===== src/rtl/change_dispenser.sv =====
// Change dispenser: pays owed change greedily as quarter/dime/nickel eject strobes,
// handshaking each coin with the mechanism's Ack and faulting on bad input or timeout.
module change_dispenser #(
  parameter int unsigned PULSE_CYCLES = 4,
  parameter int unsigned ACK_TIMEOUT  = 1023
) (
  input  logic       Clk,
  input  logic       Reset,
  input  logic       Candy,
  input  logic [5:0] Number,
  input  logic       Ack,
  output logic       CoinQ,
  output logic       CoinD,
  output logic       CoinN,
  output logic       Busy,
  output logic       Done,
  output logic       Fault,
  output logic [5:0] Remaining
);

  typedef enum logic [2:0] {IDLE, SELECT, PULSE, WAIT_ACK, DONE, FAULT} state_t;
  typedef enum logic [1:0] {COIN_NONE, COIN_Q, COIN_D, COIN_N} coin_t;

  localparam logic [3:0] PMAX = 4'(PULSE_CYCLES - 1);
  localparam logic [9:0] AMAX = 10'(ACK_TIMEOUT - 1);

  state_t     state, state_nx;
  coin_t      coin, coin_nx;
  logic       candy_d;
  logic       start;
  logic       number_ok;
  logic [5:0] rem_nx;
  logic [3:0] pcnt, pcnt_nx;
  logic [9:0] acnt, acnt_nx;

  assign start = Candy & ~candy_d;

  always_comb begin
    case (Number)
      6'd0, 6'd5, 6'd10, 6'd15, 6'd20,
      6'd25, 6'd30, 6'd35, 6'd40, 6'd45: number_ok = 1'b1;
      default:                           number_ok = 1'b0;
    endcase
  end

  always_ff @(posedge Clk) begin
    if (Reset) begin
      state     <= IDLE;
      coin      <= COIN_NONE;
      candy_d   <= 1'b0;
      Remaining <= '0;
      pcnt      <= '0;
      acnt      <= '0;
    end else begin
      state     <= state_nx;
      coin      <= coin_nx;
      candy_d   <= Candy;
      Remaining <= rem_nx;
      pcnt      <= pcnt_nx;
      acnt      <= acnt_nx;
    end
  end

  always_comb begin
    state_nx = state;
    coin_nx  = coin;
    rem_nx   = Remaining;
    pcnt_nx  = pcnt;
    acnt_nx  = acnt;
    case (state)
      IDLE: begin
        if (start) begin
          rem_nx   = Number;
          state_nx = number_ok ? SELECT : FAULT;
        end
      end
      SELECT: begin
        pcnt_nx = '0;
        // Coin choice and the subtraction share one edge, so Remaining already
        // reflects the coin being ejected during its strobe.
        if (Remaining >= 6'd25) begin
          coin_nx  = COIN_Q;
          rem_nx   = Remaining - 6'd25;
          state_nx = PULSE;
        end else if (Remaining >= 6'd10) begin
          coin_nx  = COIN_D;
          rem_nx   = Remaining - 6'd10;
          state_nx = PULSE;
        end else if (Remaining >= 6'd5) begin
          coin_nx  = COIN_N;
          rem_nx   = Remaining - 6'd5;
          state_nx = PULSE;
        end else begin
          coin_nx  = COIN_NONE;
          state_nx = DONE;
        end
      end
      PULSE: begin
        if (pcnt == PMAX) begin
          acnt_nx  = '0;
          state_nx = WAIT_ACK;
        end else begin
          pcnt_nx = pcnt + 4'd1;
        end
      end
      WAIT_ACK: begin
        if (Ack) begin
          state_nx = SELECT;
        end else if (acnt == AMAX) begin
          state_nx = FAULT;
        end else begin
          acnt_nx = acnt + 10'd1;
        end
      end
      DONE:    state_nx = IDLE;
      FAULT:   state_nx = FAULT;
      default: state_nx = IDLE;
    endcase
  end

  always_comb begin
    CoinQ = (state == PULSE) && (coin == COIN_Q);
    CoinD = (state == PULSE) && (coin == COIN_D);
    CoinN = (state == PULSE) && (coin == COIN_N);
    Busy  = (state == SELECT) || (state == PULSE) || (state == WAIT_ACK);
    Done  = (state == DONE);
    Fault = (state == FAULT);
  end

endmodule

===== config.mk =====
export PLATFORM = sky130hd
export DESIGN_NAME = change_dispenser
export DESIGN_NICKNAME = d
export VERILOG_FILES = /design/src/rtl/change_dispenser.sv
export SDC_FILE = /design/constraint.sdc
export NUM_CORES = 1
export LEC_CHECK = 0
export BUFFER_PORTS_ARGS = -buffer_cell sky130_fd_sc_hd__buf_2
export CORE_MARGIN = 4
export CORE_UTILIZATION = 50
export CTS_CLUSTER_DIAMETER = 120
export DETAILED_ROUTE_END_ITERATION = 10
export GPL_TIMING_DRIVEN = 0
export PLACE_DENSITY = 0.73
export SLEW_MARGIN = 20
export SYNTH_ARGS = -nofsm -noshare
export SYNTH_HDL_FRONTEND = slang
export SYNTH_SLANG_ARGS = --single-unit

===== constraint.sdc =====
create_clock -name Clk -period 3.3 [get_ports Clk]
set_input_delay 0.165 -clock Clk [delete_from_list [all_inputs] [get_ports Clk]]
set_output_delay 0.165 -clock Clk [all_outputs]
set_load 0.02 [all_outputs]

==> impl_metrics.env, run 1 <==
export IMPL_status="finished clean"
export IMPL_finalMaxSlewViolations=0
export IMPL_worst_pin_slew_ns=0.5696
export IMPL_p_clk_share_pct=18.0
export IMPL_syn_avg_cell_area_sq_um=8.071
export IMPL_drc_errors=0
export IMPL_overflow=0
export IMPL_routabilityCongestion=0.9115
export IMPL_drtAntennaViolNets=0
export IMPL_grtUsageTotal_pct=18.97
export IMPL_layout_common_cells="nor2_1 (33), dfxtp_1 (26), buf_2 (24)"
export IMPL_cts_buffer_depth=2
export IMPL_post_route_period_util_pct=73.40
export IMPL_postLayoutCellArea_sq_um=2018
export IMPL_final_layout_size_suffix_gt1_share_pct=18.55
export IMPL_max_freq_mhz=412.8
export IMPL_required_ns=3.57
export IMPL_ys_types=55
export IMPL_diodes=0
export IMPL_endpoint_kind="flop"
export IMPL_h_tree_depth=1
export IMPL_cts_sinks=26
export IMPL_cts_tree="built"
export IMPL_switching_power_mw=0.5338
export IMPL_final_common_cell="nor2_1"
export IMPL_post_cts_setup_buffers=0
export IMPL_p_int_mw=0.7230
export IMPL_finalNetCount=268
export IMPL_die_w_um=68.13
export IMPL_drt_iter0_drc=99
export IMPL_netlist_top_cell_by_area="dfxtp_1"
export IMPL_grt_max_degree=16
export IMPL_place_hpwl_mm=3.007
export IMPL_initial_core_util_pct=52.93
export IMPL_core_sq_um=3416
export IMPL_ctsResizeCount=0
export IMPL_ys_seq_area_share_pct=28.79
export IMPL_critPathLaunchType="flop"
export IMPL_pre_cts_slack_ns=0.9186
export IMPL_wl_per_cell_um=13.76
export IMPL_die_y_um=68.13
export IMPL_fp_dieArea_sq_um=4642
export IMPL_drt_pass1_iterations=4
export IMPL_powerDensity_nw_per_um2=622.7
export IMPL_grt_setup_unrepaired="no"
export IMPL_switching_share_pct=42.47
export IMPL_hold_buffers=0
export IMPL_place_area_sq_um=1966
export IMPL_arrival_ns=2.69
export IMPL_ys_ff_latch=26
export IMPL_finalSetupViolations=0
export IMPL_synth_ff_type="dfxtp_1"
export IMPL_placed_cells=290
export IMPL_netlist_area_sq_um=1808
export IMPL_antenna_found_initial=0
export IMPL_combPwrFrac_pct=49.8
export IMPL_synth_top_area_share_pct=28.79
export IMPL_hold_slack_ns=0.07267
export IMPL_skew_ns=0.002755
export IMPL_wirelength_mm=4.044
export IMPL_grt_pass1_wl_mm=6.844
export IMPL_area_growth_pct=11.63
export IMPL_seqPwrFrac_pct=32.2
export IMPL_row_count=21
export IMPL_setup_ws_ns=0.8777
export IMPL_fin_crit_ns=2.422
export IMPL_crit_fanout=9
export IMPL_peakVddDrop_mv=0.2909
export IMPL_syn_num_nets=243
export IMPL_insertion_delay_ns=0.33
export IMPL_grt_pass1_vias=1532
export IMPL_vias_per_cell=5.776
export IMPL_final_instance_count_excl_fill=294
export IMPL_synth_area_top_cells="dfxtp_1 (29%), nor2_1 (6.9%), ha_1 (6.2%), a21oi_1 (5.3%), xnor2_1 (4.4%)"
export IMPL_cts_buffers_inserted=3
export IMPL_via_count=1698
export IMPL_ios=22
export IMPL_ys_warn_count=0
export IMPL_hold_viol_final=0
export IMPL_path_clk_slew_ns=0.15
export IMPL_ys_async_sr_fraction_pct=0
export IMPL_min_path_type="in2reg"
export IMPL_power_leakage_nw=0.7707
export IMPL_fin_tns_setup_ns=0
export IMPL_worstSetupPathType="reg2reg"
export IMPL_maxCapViolCount=0
export IMPL_slew_headroom_pct=61.77
export IMPL_synthCells=224
export IMPL_synth_edf_count=0
export IMPL_io_buffers=20
export IMPL_root_buffer="clkbuf_4"
==> sequential cells by signal, summed over array words and instances (netlist names) <==
name and flops:
acnt 10, Remaining 6, pcnt 4, state 3, coin 2, candy_d 1
==> Yosys cell counts, types with 3 or more instances <==
master    instances
nor2_1           33
dfxtp_1          26
nand2_1          20
a21oi_1          19
ha_1              9
xnor2_1           9
nand3_1           8
inv_1             6
nand2b_1          6
nor2b_1           6
nor3_1            6
a211oi_1          5
buf_2             4
clkbuf_1          4
o21ai_0           4
mux2_2            3
nand4_1           3
o22ai_1           3
or2_2             3
xor2_1            3
==> layer usage <==
metal  routed length (um)  GRT usage, %
met1                 2032         27.62
met2                 1794         29.12
met3                  182         2.299
met4                   35         5.459
met5                    0             0
==> worst max-delay path: stages (launching register included) <==
cell and delay [ns]:
dfxtp_1 0.52, inv_1 0.15, ha_1 0.23, nand2b_1 0.18
a2111oi_4 0.60, a21oi_2 0.23, mux2_2 0.32, o22ai_1 0.14
==> power groups by stage <==
| stage | Sequential [mW] | Clock, mW | Combinational [mW] |
|---|---|---|---|
| 2_1_floorplan | 0.432 | 0 | 0.455 |
| 3_3_place_gp | 0.410 | 0 | 0.612 |
| 3_5_place_dp | 0.412 | 0 | 0.620 |
| 4_1_cts | 0.405 | 0.228 | 0.623 |
| 5_1_grt | 0.413 | 0.244 | 0.694 |
| 6_report | 0.404 | 0.226 | 0.626 |
==> cell type report <==
cell class	instances	area, sq um
fillers	332	1398
flip-flops and latches	26	520.5
well taps	46	57.56
multi-input cells	183	1222
clock inverters	1	30.03
inverters	6	22.52
clock buffers	3	22.52
repair buffers	20	100.1
plain buffers	9	42.54
==> cells by family after synthesis <==
| group | share of synthesized area, % |
|---|---|
| flip-flops | 28.79 |
| AND/OR/NAND/NOR | 29.97 |
| multiplexers | 2.422 |
| buffers and inverters | 3.598 |
| XOR/XNOR | 5.814 |
| adder cells (fa/ha/maj) | 6.228 |
| AO/OA/AOI/OAI | 23.18 |
==> path summary, 6_finish.rpt <==
path                startpoint      endpoint  slack [ns]  cells past startpoint
setup reg to reg  Remaining[1]  Remaining[2]        0.88                      7
hold / removal           Candy       candy_d        0.07                      2
setup / recovery  Remaining[1]  Remaining[2]        0.88                      7
hold reg to reg        coin[1]       coin[1]        0.49                      2
==> through the flow <==
step	util [%]	power, mW
2_1_floorplan	-	0.8863
3_3_place_gp	57.55	1.022
3_5_place_dp	57.55	1.032
4_1_cts	59.08	1.256
5_1_grt	59.08	1.350
6_report	59.08	1.257
Power figures use the tool's default switching activity.
==> run 2: changes to the inputs <==
- clock period: 3.3 -> 2.36 ns (I/O delays scaled with it)
==> run 2 against run 1 <==
Global-route usage did not move. Via count grew 0.53%. Combinational power grew 40%. Worst setup slack got worse by 0.76 ns. Clock power rose by 40%. Core utilization is 0.073 points higher. Routed wire length increased by 0.91%. Final area up 0.12%. Sequential cell count stayed put. Worst hold slack got worse by 0.048 ns. Power increased by 40%. Critical path type unchanged. Critical endpoint unchanged.
==> impl_metrics.env, run 2 (same netlist as run 1, synthesis figures left out) <==
export IMPL_hold_depth=2
export IMPL_arrival_ns=2.51
export IMPL_skew_ns=0.002930
export IMPL_drtAntennaViolNets=0
export IMPL_die_y_um=68.13
export IMPL_powerDensity_nw_per_um2=871.8
export IMPL_worstSetupPathType="reg2reg"
export IMPL_crit_chain="inv_1 -> ha_1 -> nand2b_1 -> a2111oi_4 -> a21oi_2 -> mux2_2 -> o22ai_1"
export IMPL_largest_register_ffs=10
export IMPL_worstHoldStart="Candy"
export IMPL_vias_per_cell=5.806
export IMPL_endpoint_kind="flop"
export IMPL_final_instance_count_excl_fill=294
export IMPL_top_regs="acnt x10, Remaining x6, pcnt x4"
export IMPL_cts_buffer_depth=2
export IMPL_fin_tns_setup_ns=0
export IMPL_max_freq_mhz=445.6
export IMPL_via_count=1707
export IMPL_placed_cells=290
export IMPL_slew_headroom_pct=61.76
export IMPL_fin_crit_ns=2.244
export IMPL_reg2reg_from="Remaining[1]"
export IMPL_maxCapViolCount=0
export IMPL_cts_sinks=26
export IMPL_final_common_cell="nor2_1"
export IMPL_grt_setup_unrepaired="no"
export IMPL_crit_fanout=9
export IMPL_diodes=0
export IMPL_initial_core_util_pct=52.93
export IMPL_core_sq_um=3416
export IMPL_overflow=0
export IMPL_cts_buffers_inserted=3
export IMPL_post_route_period_util_pct=95.09
export IMPL_grt_pass1_vias=1532
export IMPL_cp_slowest_cell="a2111oi_4"
export IMPL_finalSetupViolations=0
export IMPL_layout_common_cells="nor2_1 (33), dfxtp_1 (24), buf_2 (24)"
export IMPL_grt_max_degree=16
export IMPL_place_hpwl_mm=3.007
export IMPL_root_buffer="clkbuf_4"
export IMPL_fp_dieArea_sq_um=4642
export IMPL_drc_errors=0
export IMPL_grt_pass1_wl_mm=6.844
export IMPL_cpPeakStageDelay_ns=0.55
export IMPL_power_leakage_nw=0.7712
export IMPL_rr_worst_depth=7
export IMPL_reg2reg_to="Remaining[2]"
export IMPL_setup_ws_ns=0.1159
export IMPL_wl_per_cell_um=13.88
export IMPL_min_to="candy_d"
export IMPL_pre_cts_slack_ns=-0.02142
export IMPL_min_path_type="in2reg"
export IMPL_io_buffers=20
export IMPL_required_ns=2.63
export IMPL_wirelength_mm=4.081
export IMPL_finalMaxSlewViolations=0
export IMPL_antenna_found_initial=0
export IMPL_ios=22
export IMPL_row_count=21
export IMPL_routabilityCongestion=0.9115
export IMPL_fillCellCount=331
export IMPL_h_tree_depth=1
export IMPL_final_layout_size_suffix_gt1_share_pct=19.35
export IMPL_finalNetCount=268
export IMPL_die_w_um=68.13
export IMPL_crit_family="compound AO/OA/AOI/OAI gates"
export IMPL_worst_pin_slew_ns=0.5697
export IMPL_area_growth_pct=11.76
export IMPL_cts_tree="built"
export IMPL_critPathLaunchType="flop"
export IMPL_peakVddDrop_mv=0.4075
export IMPL_crit_buf_inv=1
export IMPL_path_clk_slew_ns=0.15
export IMPL_grtUsageTotal_pct=18.97
export IMPL_hold_viol_final=0
export IMPL_insertion_delay_ns=0.33
export IMPL_status="finished clean"
export IMPL_ff2ff_setup_slack_ns=0.12
export IMPL_drt_iter0_drc=129
export IMPL_final_util_pct=59.16
export IMPL_drt_pass1_iterations=4
export IMPL_top_register="acnt"
-- run 2: cell counts in the layout (fill, tap and decap cells not counted) --
No cell type changed its count.
-- run 2: worst max-delay path by stage --
stage                  from  slack [ns]            to  depth (start not counted)
2_1_floorplan  Remaining[1]        0.13  Remaining[3]                          7
3_3_place_gp   Remaining[1]      0.0008  Remaining[2]                          7
3_5_place_dp   Remaining[1]       -0.02  Remaining[2]                          7
4_1_cts        Remaining[1]      0.0006  Remaining[2]                          7
5_1_grt        Remaining[1]       0.004  Remaining[3]                          7
6_report       Remaining[1]        0.12  Remaining[2]                          7
-- run 2: report_power, final --
| part | internal (mW) | switching [mW] | leakage (nW) |
|---|---|---|---|
| clock network | 0.172 | 0.145 | 0.0279 |
| logic | 0.345 | 0.532 | 0.531 |
| registers | 0.497 | 0.0711 | 0.212 |
| total | 1.01 | 0.747 | 0.771 |
-- run 2: per-layer routing --
metal / GRT usage [%] / part of all wire [%]
met5: 0 / 0
met4: 5.459 / 0.86
met3: 2.299 / 3.9
met2: 29.12 / 44
met1: 27.62 / 51
-- run 2: worst reg2reg max path, stage by stage, from the launching register on --
cell	delay, ns
dfxtp_2	0.44
inv_1	0.12
ha_1	0.22
nand2b_1	0.18
a2111oi_4	0.55
a21oi_2	0.23
mux2_2	0.32
o22ai_1	0.14
-- run 2: per-stage QoR --
step,hold WS [ns],instance area [sq um],power (mW)
floorplan,0.2462,1808,1.239
global placement,0.3451,1966,1.430
detailed placement,0.3769,1966,1.444
CTS,0.03631,2018,1.756
global route,0.05290,2021,1.892
finish,0.02469,2021,1.762
-- run 2: final cells by class --
class | count | area (sq um) | share of cell area (%)
buffer | 9 | 42.54 | 2.105
clock buffer | 3 | 22.52 | 1.115
clock inverter | 1 | 30.03 | 1.486
inverter | 6 | 22.52 | 1.115
multi-input combinational | 183 | 1222 | 60.50
sequential | 26 | 523.0 | 25.88
tap | 46 | 57.56 | 2.848
timing repair buffer | 20 | 100.1 | 4.954
-- run 2: what timing repair did --
action                                  in CTS  in global routing
hold buffers                                 0                  0
cloned                                       0                  0
pin swaps                                    1                  0
endpoints found under the setup margin       1                  7
buffers inserted                             0                  0
gates resized for setup                      0                  2
==> run 3: changes to the inputs <==
- CELL_PAD_IN_SITES_DETAIL_PLACEMENT: default -> 1
- CELL_PAD_IN_SITES_GLOBAL_PLACEMENT: default -> 2
- CORE_ASPECT_RATIO: default -> 2
- CORE_UTILIZATION: 50 -> 34
- PLACE_DENSITY: 0.73 -> 0.82
==> run 3 against run 2 <==
Final cell count rose by 4.4%. Sequential share of layout area fell by 0.63 points. Worst setup slack improved by 0.060 ns. Routed wire length rose by 29%. Sequential cell count did not move. Clock-buffer cell count did not move. Worst hold slack improved by 0.036 ns. Global-route usage fell by 1.7 points. Fmax rose by 2.7%. Via count rose by 0.18%. Critical path type unchanged.
==> impl_metrics.env, run 3 (same netlist as run 1, synthesis figures left out) <==
export IMPL_crit_start="Remaining[1]"
export IMPL_grt_max_degree=16
export IMPL_slew_headroom_pct=56.60
export IMPL_grt_pass1_wl_mm=8.887
export IMPL_endpoint="Remaining[3]"
export IMPL_die_y_um=111.1
export IMPL_initial_core_util_pct=35.18
export IMPL_endpoint_kind="flop"
export IMPL_crit_fanout=9
export IMPL_placed_cells=302
export IMPL_cts_buffers_inserted=3
export IMPL_multi_input_area_sq_um=1231
export IMPL_peakVddDrop_mv=0.4836
export IMPL_die_w_um=59.57
export IMPL_seqCellArea_sq_um=523.0
export IMPL_top_regs="acnt x10, Remaining x6, pcnt x4"
export IMPL_ios=22
export IMPL_power_leakage_nw=0.7848
export IMPL_finalNetCount=269
export IMPL_hold_viol_final=0
export IMPL_diodes=0
export IMPL_reg2reg_to="Remaining[3]"
export IMPL_cts_buffer_depth=2
export IMPL_via_count=1710
export IMPL_fp_dieArea_sq_um=6619
export IMPL_fin_crit_ns=2.184
export IMPL_insertion_delay_ns=0.28
export IMPL_critPathLaunchType="flop"
export IMPL_worst_pin_slew_ns=0.6486
export IMPL_arrival_ns=2.37
export IMPL_vias_per_cell=5.570
export IMPL_layout_common_cells="nor2_1 (33), dfxtp_1 (24), buf_2 (24)"
export IMPL_top_register="acnt"
export IMPL_status="finished clean"
export IMPL_drt_iter0_drc=58
export IMPL_grt_pass1_vias=1857
export IMPL_root_buffer="clkbuf_8"
export IMPL_area_growth_pct=14.53
export IMPL_wirelength_mm=5.257
export IMPL_io_buffers=20
export IMPL_drc_errors=0
export IMPL_grtUsageTotal_pct=17.27
export IMPL_reg2reg_from="Remaining[1]"
export IMPL_final_instance_count_excl_fill=307
export IMPL_routabilityCongestion=0.7638
export IMPL_overflow=0
export IMPL_row_count=37
export IMPL_post_route_period_util_pct=92.55
export IMPL_ff2ff_setup_slack_ns=0.18
export IMPL_final_layout_size_suffix_gt1_share_pct=19.68
export IMPL_finalSetupViolations=0
export IMPL_core_sq_um=5139
export IMPL_worstSetupPathType="reg2reg"
export IMPL_grt_setup_unrepaired="no"
export IMPL_cts_tree="built"
export IMPL_h_tree_depth=1
export IMPL_powerDensity_nw_per_um2=913.0
export IMPL_fillCellCount=658
export IMPL_max_freq_mhz=457.9
export IMPL_required_ns=2.54
export IMPL_wl_per_cell_um=17.12
export IMPL_rr_worst_depth=7
export IMPL_maxCapViolCount=0
export IMPL_hold_buffers=0
export IMPL_drt_pass1_iterations=4
export IMPL_hold_slack_ns=0.06067
export IMPL_finalMaxSlewViolations=0
export IMPL_final_util_pct=40.30
export IMPL_antenna_found_initial=0
export IMPL_min_path_type="in2reg"
export IMPL_largest_register_ffs=10
export IMPL_final_common_cell="nor2_1"
export IMPL_drtAntennaViolNets=0
export IMPL_skew_ns=0.007263
export IMPL_path_clk_slew_ns=0.10
export IMPL_cts_sinks=26
export IMPL_place_hpwl_mm=4.204
run 3: cell types whose count changed in the layout (fill, tap and decap cells not counted), sizes merged:
cell / previous run / this run
buf: 25 / 26
run 3: worst max-delay path, cell delays in order, from the launching register on:
cell       delay, ns
dfxtp_2         0.45
inv_1           0.12
ha_1            0.25
nor4b_2         0.19
or3_1           0.33
a32o_1          0.26
xor2_1          0.15
a2111oi_2       0.34
run 3: worst min path at each step:
stage	slack (ns)	cells past startpoint	startpoint	to
after global routing	0.08	2	Candy	candy_d
final	0.06	2	Candy	candy_d
after detailed placement	0.35	2	Candy	candy_d
after CTS	0.06	2	Candy	candy_d
after floorplan	0.25	1	Candy	candy_d
after global placement	0.35	2	Candy	candy_d
run 3: report_power, final:
group | total (mW) | switching [mW] | internal [mW]
Combinational | 0.934 | 0.569 | 0.365
Sequential | 0.575 | 0.0777 | 0.497
Clock | 0.382 | 0.155 | 0.227
run 3: stage by stage:
| stage | TNS [ns] | setup WS, ns | power [mW] | instance area, sq um |
|---|---|---|---|---|
| after floorplan | 0 | 0.1326 | 1.239 | 1808 |
| after global placement | -0.02973 | -0.02973 | 1.481 | 1981 |
| after detailed placement | -0.1220 | -0.05880 | 1.496 | 1981 |
| after CTS | 0 | 0.03238 | 1.900 | 2059 |
| after global routing | 0 | 0.003447 | 2.031 | 2071 |
| final | 0 | 0.1759 | 1.891 | 2071 |
run 3: layout make-up:
cell class                 instances  share of cell area, %
clock inverter                     1                  1.450
clock buffer                       3                  1.994
tap                               58                  3.505
inverter                           6                  1.088
timing repair buffer              21                  5.196
multi-input combinational        183                  59.46
sequential                        26                  25.26
buffer                             9                  2.054
run 3: layer usage:
| layer | vias up | share of wire, % | GRT usage (%) |
|---|---|---|---|
| met1 | 830 | 35 | 16.68 |
| li1 | 859 | - | - |
| met3 | 7 | 1.3 | 1.399 |
| met5 | - | 0 | 0 |
| met4 | 0 | 1.5 | 5.178 |
| met2 | 14 | 62 | 35.21 |
run 3: what timing repair did:
item | CTS | global route
setup buffers | 1 | 0
endpoints found under the hold margin | 0 | 0
resized for setup | 0 | 3
pin swaps | 1 | 0
setup endpoints to repair | 3 | 5
